[src/rtl/la_pkg.sv]
// Shared constants and state type for the logic-analyser DRAM readback path.
// Four 32-bit samples per 128-bit DRAM word; word addresses advance by 8.
package la_pkg;

    localparam int SAMPLES_PER_WORD = 4;
    localparam int WORD_ADX_STRIDE  = 8;
    localparam int SAMPLE_IDX_W     = 26;

    typedef enum logic [1:0] {
        ST_IDLE  = 2'd0,
        ST_FETCH = 2'd1,
        ST_DRAIN = 2'd2,
        ST_DONE  = 2'd3
    } unpack_state_t;

endpackage

[src/rtl/rd_word_fifo.sv]
// Synchronous return-word buffer with occupancy count; read data is the
// current head entry (first-word fall-through), so a pop consumes it.
module rd_word_fifo #(
    parameter int DEPTH = 4,
    parameter int WIDTH = 128
) (
    input  logic                       clk,
    input  logic                       reset,
    input  logic                       wr_en,
    input  logic [WIDTH-1:0]           wr_data,
    input  logic                       rd_en,
    output logic [WIDTH-1:0]           rd_data,
    output logic [$clog2(DEPTH+1)-1:0] count,
    output logic                       full,
    output logic                       empty
);
    localparam int PTR_W = (DEPTH > 1) ? $clog2(DEPTH) : 1;
    localparam int CNT_W = $clog2(DEPTH + 1);
    localparam logic [PTR_W-1:0] LAST_PTR = PTR_W'(DEPTH - 1);
    localparam logic [CNT_W-1:0] FULL_CNT = CNT_W'(DEPTH);

    logic [WIDTH-1:0] mem [DEPTH];
    logic [PTR_W-1:0] wr_ptr;
    logic [PTR_W-1:0] rd_ptr;
    logic             do_wr;
    logic             do_rd;

    assign do_wr   = wr_en && !full;
    assign do_rd   = rd_en && !empty;
    assign full    = (count == FULL_CNT);
    assign empty   = (count == '0);
    assign rd_data = mem[rd_ptr];

    always_ff @(posedge clk) begin
        if (reset) begin
            wr_ptr <= '0;
            rd_ptr <= '0;
            count  <= '0;
        end else begin
            if (do_wr) wr_ptr <= (wr_ptr == LAST_PTR) ? '0 : wr_ptr + PTR_W'(1);
            if (do_rd) rd_ptr <= (rd_ptr == LAST_PTR) ? '0 : rd_ptr + PTR_W'(1);
            case ({do_wr, do_rd})
                2'b10:   count <= count + CNT_W'(1);
                2'b01:   count <= count - CNT_W'(1);
                default: ;
            endcase
        end
    end

    // Storage needs no reset; occupancy is tracked by count alone.
    always_ff @(posedge clk) begin
        if (do_wr) mem[wr_ptr] <= wr_data;
    end

endmodule

[src/rtl/dram_unpacker.sv]
// Reads a range of captured samples back from DRAM and streams them out
// one 32-bit sample per handshake, lane 0 of each word first.
//
//   state    | meaning
//   ST_IDLE  | waiting for start
//   ST_FETCH | issuing word reads, limited by buffer credits
//   ST_DRAIN | all reads issued, streaming remaining samples
//   ST_DONE  | one-cycle done pulse
module dram_unpacker
    import la_pkg::*;
#(
    parameter int FIFO_DEPTH = 4,
    parameter int ADX_W      = 27
) (
    input  logic             clk,
    input  logic             reset,
    input  logic             start,
    input  logic [31:0]      start_sample,
    input  logic [31:0]      num_samples,
    output logic             busy,
    output logic             done,
    output logic             read_req,
    output logic [ADX_W-1:0] rd_adx,
    input  logic             read_allowed,
    input  logic             has_return_data,
    input  logic [127:0]     return_data,
    output logic             get_return_data,
    output logic             sample_valid,
    input  logic             sample_ready,
    output logic [31:0]      sample_data,
    output logic             sample_last
);
    localparam int CNT_W  = $clog2(FIFO_DEPTH + 1);
    localparam int LANE_W = $clog2(SAMPLES_PER_WORD);
    localparam int WORD_W = SAMPLE_IDX_W - LANE_W;
    localparam logic [CNT_W:0]    CREDIT_LIMIT = (CNT_W + 1)'(FIFO_DEPTH);
    localparam logic [LANE_W-1:0] LAST_LANE    = LANE_W'(SAMPLES_PER_WORD - 1);

    unpack_state_t     state;
    logic [WORD_W-1:0] next_word;
    logic [WORD_W:0]   words_left;
    logic [CNT_W-1:0]  inflight;
    logic [31:0]       samples_left;
    logic [LANE_W-1:0] first_lane;
    logic              first_pending;
    logic              head_valid;
    logic [127:0]      head_data;
    logic [LANE_W-1:0] lane;

    logic [127:0]      fifo_rd_data;
    logic [CNT_W-1:0]  fifo_count;
    logic              fifo_full;
    logic              fifo_empty;
    logic              fifo_rd;

    logic [SAMPLE_IDX_W-1:0] first_idx;
    logic [SAMPLE_IDX_W-1:0] end_idx;
    logic [WORD_W-1:0]       first_word;
    logic [WORD_W-1:0]       last_word;
    logic [WORD_W:0]         word_count;
    logic [CNT_W:0]          credits_used;
    logic                    active;
    logic                    handshake;
    logic                    final_sample;
    logic                    word_done;
    logic                    unused_bits;

    // Sample indices live in a 2^26 ring; the word span wraps with them.
    assign first_idx  = start_sample[SAMPLE_IDX_W-1:0];
    assign end_idx    = first_idx + num_samples[SAMPLE_IDX_W-1:0] - SAMPLE_IDX_W'(1);
    assign first_word = first_idx[SAMPLE_IDX_W-1:LANE_W];
    assign last_word  = end_idx[SAMPLE_IDX_W-1:LANE_W];
    assign word_count = {1'b0, last_word - first_word} + (WORD_W + 1)'(1);
    assign unused_bits = ^start_sample[31:SAMPLE_IDX_W];

    assign active       = (state == ST_FETCH) || (state == ST_DRAIN);
    assign busy         = active;
    assign done         = (state == ST_DONE);
    assign credits_used = {1'b0, inflight} + {1'b0, fifo_count};

    assign read_req        = (state == ST_FETCH) && read_allowed && (credits_used < CREDIT_LIMIT);
    assign rd_adx          = ADX_W'(next_word) * ADX_W'(WORD_ADX_STRIDE);
    // Only pop words this run asked for; stragglers after a reset stay in ddr_if.
    assign get_return_data = active && (inflight != '0) && has_return_data && !fifo_full;

    assign sample_valid = head_valid;
    assign sample_data  = head_data[{lane, 5'b00000} +: 32];
    assign sample_last  = head_valid && final_sample;

    assign handshake    = head_valid && sample_ready;
    assign final_sample = (samples_left == 32'd1);
    assign word_done    = handshake && ((lane == LAST_LANE) || final_sample);
    assign fifo_rd      = active && !fifo_empty && (!head_valid || (word_done && !final_sample));

    rd_word_fifo #(
        .DEPTH (FIFO_DEPTH),
        .WIDTH (128)
    ) u_fifo (
        .clk     (clk),
        .reset   (reset),
        .wr_en   (get_return_data),
        .wr_data (return_data),
        .rd_en   (fifo_rd),
        .rd_data (fifo_rd_data),
        .count   (fifo_count),
        .full    (fifo_full),
        .empty   (fifo_empty)
    );

    always_ff @(posedge clk) begin
        if (reset) begin
            state        <= ST_IDLE;
            next_word    <= '0;
            words_left   <= '0;
            samples_left <= '0;
            first_lane   <= '0;
        end else begin
            case (state)
                ST_IDLE: begin
                    if (start) begin
                        next_word    <= first_word;
                        words_left   <= word_count;
                        samples_left <= num_samples;
                        first_lane   <= first_idx[LANE_W-1:0];
                        state        <= (num_samples == 32'd0) ? ST_DONE : ST_FETCH;
                    end
                end
                ST_FETCH: begin
                    if (read_req) begin
                        next_word  <= next_word + WORD_W'(1);
                        words_left <= words_left - (WORD_W + 1)'(1);
                        if (words_left == (WORD_W + 1)'(1)) state <= ST_DRAIN;
                    end
                end
                ST_DRAIN: ;
                ST_DONE:  state <= ST_IDLE;
                default:  state <= ST_IDLE;
            endcase
            if (handshake) samples_left <= samples_left - 32'd1;
            if (handshake && final_sample) state <= ST_DONE;
        end
    end

    always_ff @(posedge clk) begin
        if (reset) begin
            inflight <= '0;
        end else begin
            case ({read_req, get_return_data})
                2'b10:   inflight <= inflight + CNT_W'(1);
                2'b01:   inflight <= inflight - CNT_W'(1);
                default: ;
            endcase
        end
    end

    // Head register: reloads in the same cycle the old word retires, so
    // consecutive words stream without a bubble.
    always_ff @(posedge clk) begin
        if (reset) begin
            head_valid    <= 1'b0;
            head_data     <= '0;
            lane          <= '0;
            first_pending <= 1'b0;
        end else begin
            if (state == ST_IDLE && start) first_pending <= 1'b1;
            if (fifo_rd) begin
                head_valid    <= 1'b1;
                head_data     <= fifo_rd_data;
                lane          <= first_pending ? first_lane : '0;
                first_pending <= 1'b0;
            end else if (word_done) begin
                head_valid <= 1'b0;
            end else if (handshake) begin
                lane <= lane + LANE_W'(1);
            end
        end
    end

endmodule

[config.mk]
export PLATFORM = sky130hd
export DESIGN_NAME = dram_unpacker
export DESIGN_NICKNAME = d
export VERILOG_FILES = /design/src/rtl/la_pkg.sv /design/src/rtl/rd_word_fifo.sv /design/src/rtl/dram_unpacker.sv
export SDC_FILE = /design/constraint.sdc
export NUM_CORES = 1
export LEC_CHECK = 0
export CAP_MARGIN = 40
export CORE_MARGIN = 5
export CORE_UTILIZATION = 52
export DETAILED_ROUTE_END_ITERATION = 12
export GPL_TIMING_DRIVEN = 0
export HOLD_SLACK_MARGIN = 0.08
export PLACE_DENSITY_LB_ADDON = 0.1
export SYNTH_ARGS = -nofsm -noshare
export SYNTH_HDL_FRONTEND = slang
export SYNTH_SLANG_ARGS = --single-unit
[constraint.sdc]
create_clock -name clk -period 5.6 [get_ports clk]
set_input_delay 0.84 -clock clk [delete_from_list [all_inputs] [get_ports clk]]
set_output_delay 0.84 -clock clk [all_outputs]
set_load 0.01 [all_outputs]
Word-level counts from Yosys, hierarchy flattened:

Memories as Yosys holds them, arrays and structs flattened. A register that Yosys moved wholly into a read port is not among the register bits.
Cells that the tools add are included.
W data, S select, Z words.

* $add $sub $neg: 15
* $mul: 0
* div/mod/pow operators: 0
* order comparisons: 1
* eq/ne operators: 19
* shift-type cells: 1
* multiplexer cells: 27
* bitwise logic cells: 0
* reductions and logical operators: 40

Operators by type and width (count)
* $shiftx A128 B8 Y32: 1
* $mux W32: 3
* $mux W25: 2
* $pmux W25 S2: 1
* $mux W24: 2
* $pmux W24 S2: 1
* $eq A32 B1 Y1 const B: 1
* $logic_not A32 Y1: 1
* $sub A32 B1 Y32 const B: 1
* $add A26 B26 Y26: 1
* $sub A26 B1 Y26 const B: 1
* $add A24 B1 Y25 const B: 1
* $eq A25 B1 Y1 const B: 1
* $sub A25 B1 Y25 const B: 1
* $add A24 B1 Y24 const B: 1
* $sub A24 B24 Y24: 1
* $mux W2: 11
* $logic_and A1 B1 Y1: 15
* $eq A2 B2 Y1 const B: 7
* $reduce_bool A2 Y1: 7
* $pmux W3 S2: 2
* $add A2 B1 Y2 const B: 3
* $add A3 B1 Y3 const B: 2
* $eq A2 B1 Y1 const B: 3
* other kinds (21): 33

* register bits after elaboration: 99
* bits in latches: 0
* bits in writable memories: 512
* memory bits (read-only): 0
* input bits: 198
* output and inout port bits: 65
* logic and storage cells: 116
* memories: 1

Memory list
* u_fifo.mem: words 4, width 128, read ports 1, clocked after Yosys merged registers in 1, write ports 1, line rd_word_fifo.sv:22 `logic [WIDTH-1:0] mem [DEPTH];`

Depth between registers and ports, before layout:

* word-level depth: 9
* mapped depth: 25
* mapped depth without buffers: 24

Modules after synthesis:

A second synthesis with hierarchy kept.

* cells, all modules: 2589
* area, all modules: 32939.1 um^2

By module, submodules not included
* rd_word_fifo: times used 1, cells each 722, area an instance 18963.2 um^2, seq. area each 15554.9 um^2
* dram_unpacker: times used 1, cells each 1867, area an instance 13975.9 um^2, seq. area each 4404.2 um^2

Worst setup path after synthesis:

No wires, ideal clock.

* path kind: in2reg
* from: in start_sample[3]
* to: reg words_left[24]
* library setup time: 0.079 ns
* data arrival time: 5.872 ns
* setup slack: -0.351 ns
* stages on the path: 25
* cells stage by stage: inv_1 -> ha_1 -> inv_1 -> ha_1 -> nor2b_1 -> o31a_1 -> or2_2 -> nand4_1 -> nand2_1 -> a21o_1 -> a21oi_1 -> xnor2_1 -> ha_1 -> clkbuf_1 -> and3_1 -> a22oi_1 -> o311ai_0 -> a211oi_2 -> nand3b_1 -> or4b_1 -> buf_2 -> nor4_4 -> nand2_2 -> or4b_1 -> a211oi_2

* cells in the longest elaborated chain, start to end: 6

Ends and longest elaborated chain
* from (decl): line dram_unpacker.sv:18 `input logic [31:0] start_sample,`
* $add A26 B26 Y26: line dram_unpacker.sv:70 `assign end_idx = first_idx + num_samples[SAMPLE_IDX_W-1:0] - SAMPLE_IDX_W'(1);`
* $sub A26 B1 Y26: line dram_unpacker.sv:70
* $sub A24 B24 Y24 (*): line dram_unpacker.sv:73 `assign word_count = {1'b0, last_word - first_word} + (WORD_W + 1)'(1);`
* $add A24 B1 Y25 (*): line dram_unpacker.sv:73
* $mux W25 (*): line dram_unpacker.sv:120 `if (start) begin`
* $pmux W25 S2 (*): line dram_unpacker.sv:118 `case (state)`
* to (signal assigned): line dram_unpacker.sv:122 `words_left <= word_count;`
* to (signal assigned): line dram_unpacker.sv:131 `words_left <= words_left - (WORD_W + 1)'(1);`
* to (decl): line dram_unpacker.sv:41 `logic [WORD_W:0] words_left;`

Mark *: on every way between the ends. The rest lies on a longest branch, timed or not. The select of a mux whose other input is x is not followed.
A chain may end at the register's enable or synchronous reset.

Worst setup path in the final report:

* from: in start_sample[1]
* to: reg words_left[24]

* cells in the longest elaborated chain, start to end: 6

Ends and longest elaborated chain (line)
* $add A26 B26 Y26: dram_unpacker.sv:70
* $sub A26 B1 Y26: dram_unpacker.sv:70
* $sub A24 B24 Y24: dram_unpacker.sv:73
* $add A24 B1 Y25: dram_unpacker.sv:73
* $mux W25: dram_unpacker.sv:120
* $pmux W25 S2: dram_unpacker.sv:118

No other way between the ends. The select of a mux whose other input is x is not followed.

==> impl_metrics.ini <==
[outcome]
status = complete, no violations

[sta]
setup_viol = 0
setup_tns_ns = 0
fin_skew_ns = 0.0227
final_hold_viol_count = 0
maxSlewHeadroom_pct = 38.7
finalCritPeriodShare_pct = 98.1
finalCriticalPeriod_ns = 5.49
fmax_mhz = 182
drv_slew = 0
rsz0062_at_grt = true
worstMarginPinSlew_ns = 0.911

[setup_path]
r2r-end = u_fifo.count[2]
r2r_setup_slack_ns = 0.89
reg2regPathDepth = 14
critPathMostFrequentCell = a21o_1
cp.required_ns = 6.13
timing.rr.start = samples_left[8]
critPathArrivalTime_ns = 6.02
cpMaxStageDelayCell = or4b_4
cp_max_fo = 3
cpPeakStageDelay_ns = 0.53
critPathCaptureType = flop
crit_chain = buf_8 > inv_4 > ha_4 > o21bai_4 > fa_2 > nor2b_4 > o31a_1 > o2111a_1 > o21ai_2 > nand2b_1 > a21o_1 > a21oi_2 > xnor2_1 > ha_2 > a21o_1 > a2111oi_4 > o31ai_2 > or3_4 > o21ai_4 > xnor2_2 > nand4_1 > nor3b_4 > or4b_4 > a211oi_2
startpoint_type = input pin
critPathKind = input pin to flop

[power]
p_leak_nw = 13.5
max-vdd-ir-drop_mv = 0.279
p_per_area_nw_per_um2 = 357

[global_routing]
grt_pass1_vias = 23500
gr-usage-met3_pct = 4.84
grt_pass1_wl_mm = 142
antenna_found_initial = 12
grt.total_usage_pct = 27.6
grt_max_degree = 52
grt.overflow.total = 0
busiest_layer = met2
grt_util_met1_pct = 36.4
met2_usage_pct = 46.4

[placed_design]
place.gp.congestion = 0.889
io_buffers = 253
placed_cells = 3713
hpwl_mm = 68.9

[logic_synthesis]
synthFlopType = edfxtp_1
ys_seq_area_share_pct = 60.7
async_flop_share_pct = 0
syn_avg_cell_area_sq_um = 12.7
synth.distinct_cells = 79
synth_enable_flop_cells = 512
syn_inst = 2580
synth-seq-cells = 739
syn_area_sq_um = 32800
yosys_warnings = 0

[hold_path]
hold_depth = 2
hold_end = head_data[79]
min_path_type = flop to flop
hold_start = head_data[79]

[clock_tree]
ctsHoldBuffers = 0
clock-sinks = 739
htree_levels = 3
clk_pin_slew_worst_paths_ns = 0.06
cts-root-buf = clkbuf_16
tritoncts = yes
cts_buffers = 78
cts_buffer_depth = 3
clock_latency_ns = 0.62

[floorplanning]
die_x_microns = 261
floorplan.rows = 92
io_pins = 263
core_area_sq_um = 62900
start_util_pct = 52.2
die_area_sq_um = 68300
fp.dieH_microns = 261

[final_layout]
final_cell_mix = edfxtp_1, nand2_1, clkdlybuf4s50_1, dfxtp_1, a21oi_1
final_common_cell = edfxtp_1
nets = 3282
seqCellArea_sq_um = 19900
drive_gt1_share_pct = 16.6
multi_input_area_sq_um = 12500
fill_cells = 4761
post-route-util_pct = 64.6
area_delta_synth_final_pct = 23.6
stdcell_count = 3908

[routing]
wire_per_inst_microns = 24.5
drt-total-wl_mm = 95.6
post_drt_via_cell_ratio = 5.94
firstDrtPassIters = 6
drt_iter0_drc = 1964
drc = 0
num_vias = 23200
ant_nets = 0

[job]
max_cap_violations = 0
## flip-flops by register name (all words and copies together), names as in the netlist
| register | cells |
|---|---|
| head_data | 128 |
| u_fifo.wr_ptr | 2 |
| u_fifo.mem | 512 |
| sample_valid | 1 |
| u_fifo.count | 3 |
| inflight | 3 |
| u_fifo.rd_ptr | 2 |
| first_lane | 2 |
| samples_left | 32 |
| next_word | 24 |
| words_left | 25 |
| first_pending | 1 |
| state | 2 |
| lane | 2 |
## metal layers
metal	up-vias	wire, microns
met3	182	6930
met4	14	3330
met1	11500	38000
met5	-	88
li1	10500	-
met2	939	47200
## cells in the mapped netlist (31+ instances only)
library cell	instances	area share [%]
edfxtp_1	512	47
nand2_1	380	4.3
a21oi_1	229	3.5
dfxtp_1	227	14
mux4_2	161	11
inv_1	130	1.5
nor2_1	128	1.5
clkbuf_1	114	1.3
ha_1	89	3.4
o21ai_0	86	1.3
nor3_1	49	0.75
xnor2_1	34	0.91
a211oi_1	32	0.73
nand3_1	31	0.47
## critical path: cells and delay by family
family	cells	cell delay, ns
buffers and inverters	2	0.12
adders and majority gates	3	0.83
xor gates and xnor gates	2	0.31
AOI/OAI and AO/OA	11	2.43
and+or+nand+nor	6	1.49
## worst max-delay path by stage
stage | start | endpoint | slack (ns) | cells after the start
detailed placement | num_samples[7] | words_left[24] | -1.94 | 25
global route | start_sample[2] | words_left[24] | -0.03 | 27
CTS | start_sample[9] | words_left[24] | 0.0006 | 25
global placement | has_return_data | u_fifo.mem[0][11] | -2.62 | 4
floorplan | start_sample[3] | words_left[24] | 0.002 | 25
finish | start_sample[1] | words_left[24] | 0.11 | 24
## where the power goes
| group | switching, mW | internal, mW |
|---|---|---|
| combinational | 1.78 | 1.34 |
| clock | 2.14 | 3.08 |
| sequential | 0.149 | 5.99 |
## what timing repair did
item,4_1_cts,5_1_grt
hold endpoints to repair,0,0
pin swaps,60,45
gates cloned,0,0
resized for setup,135,88
setup buffers,41,8
endpoints found under the setup margin,13,11
## logic make-up after synthesis
kind of cell,Yosys count,synth area share (%)
other,1,0.0114
AND/OR/NAND/NOR,740,10.1
XOR/XNOR,53,1.46
adder cells (fa/ha/maj),93,3.64
AO/OA/AOI/OAI,517,9.68
buffers and inverters,269,3.13
flip-flops,739,60.7
multiplexers,168,11.3
## final cells by class
type	count	area share, %
Sequential cell	739	49.1
Multi-Input combinational cell	1574	30.9
Timing Repair Buffer	334	8.38
Clock buffer	121	5.66
Tap cell	846	2.61
Buffer	133	1.30
Inverter	131	1.23
Clock inverter	25	0.780
Antenna cell	5	0.0308
## through the flow
| stage | instance area [sq um] | setup WS (ns) | hold slack, ns | power [mW] |
|---|---|---|---|---|
| 2_1_floorplan | 32900 | 0.00203 | 0.433 | 7.99 |
| 6_report | 40600 | 0.106 | 0.450 | 14.5 |
| 4_1_cts | 40300 | 0.000558 | 0.454 | 14.4 |
| 3_3_place_gp | 36500 | -2.62 | 0.439 | 8.85 |
| 5_1_grt | 40600 | -0.0301 | 0.473 | 15.1 |
| 3_5_place_dp | 37000 | -1.94 | 0.446 | 8.90 |
(Power assumes the default switching activity.)
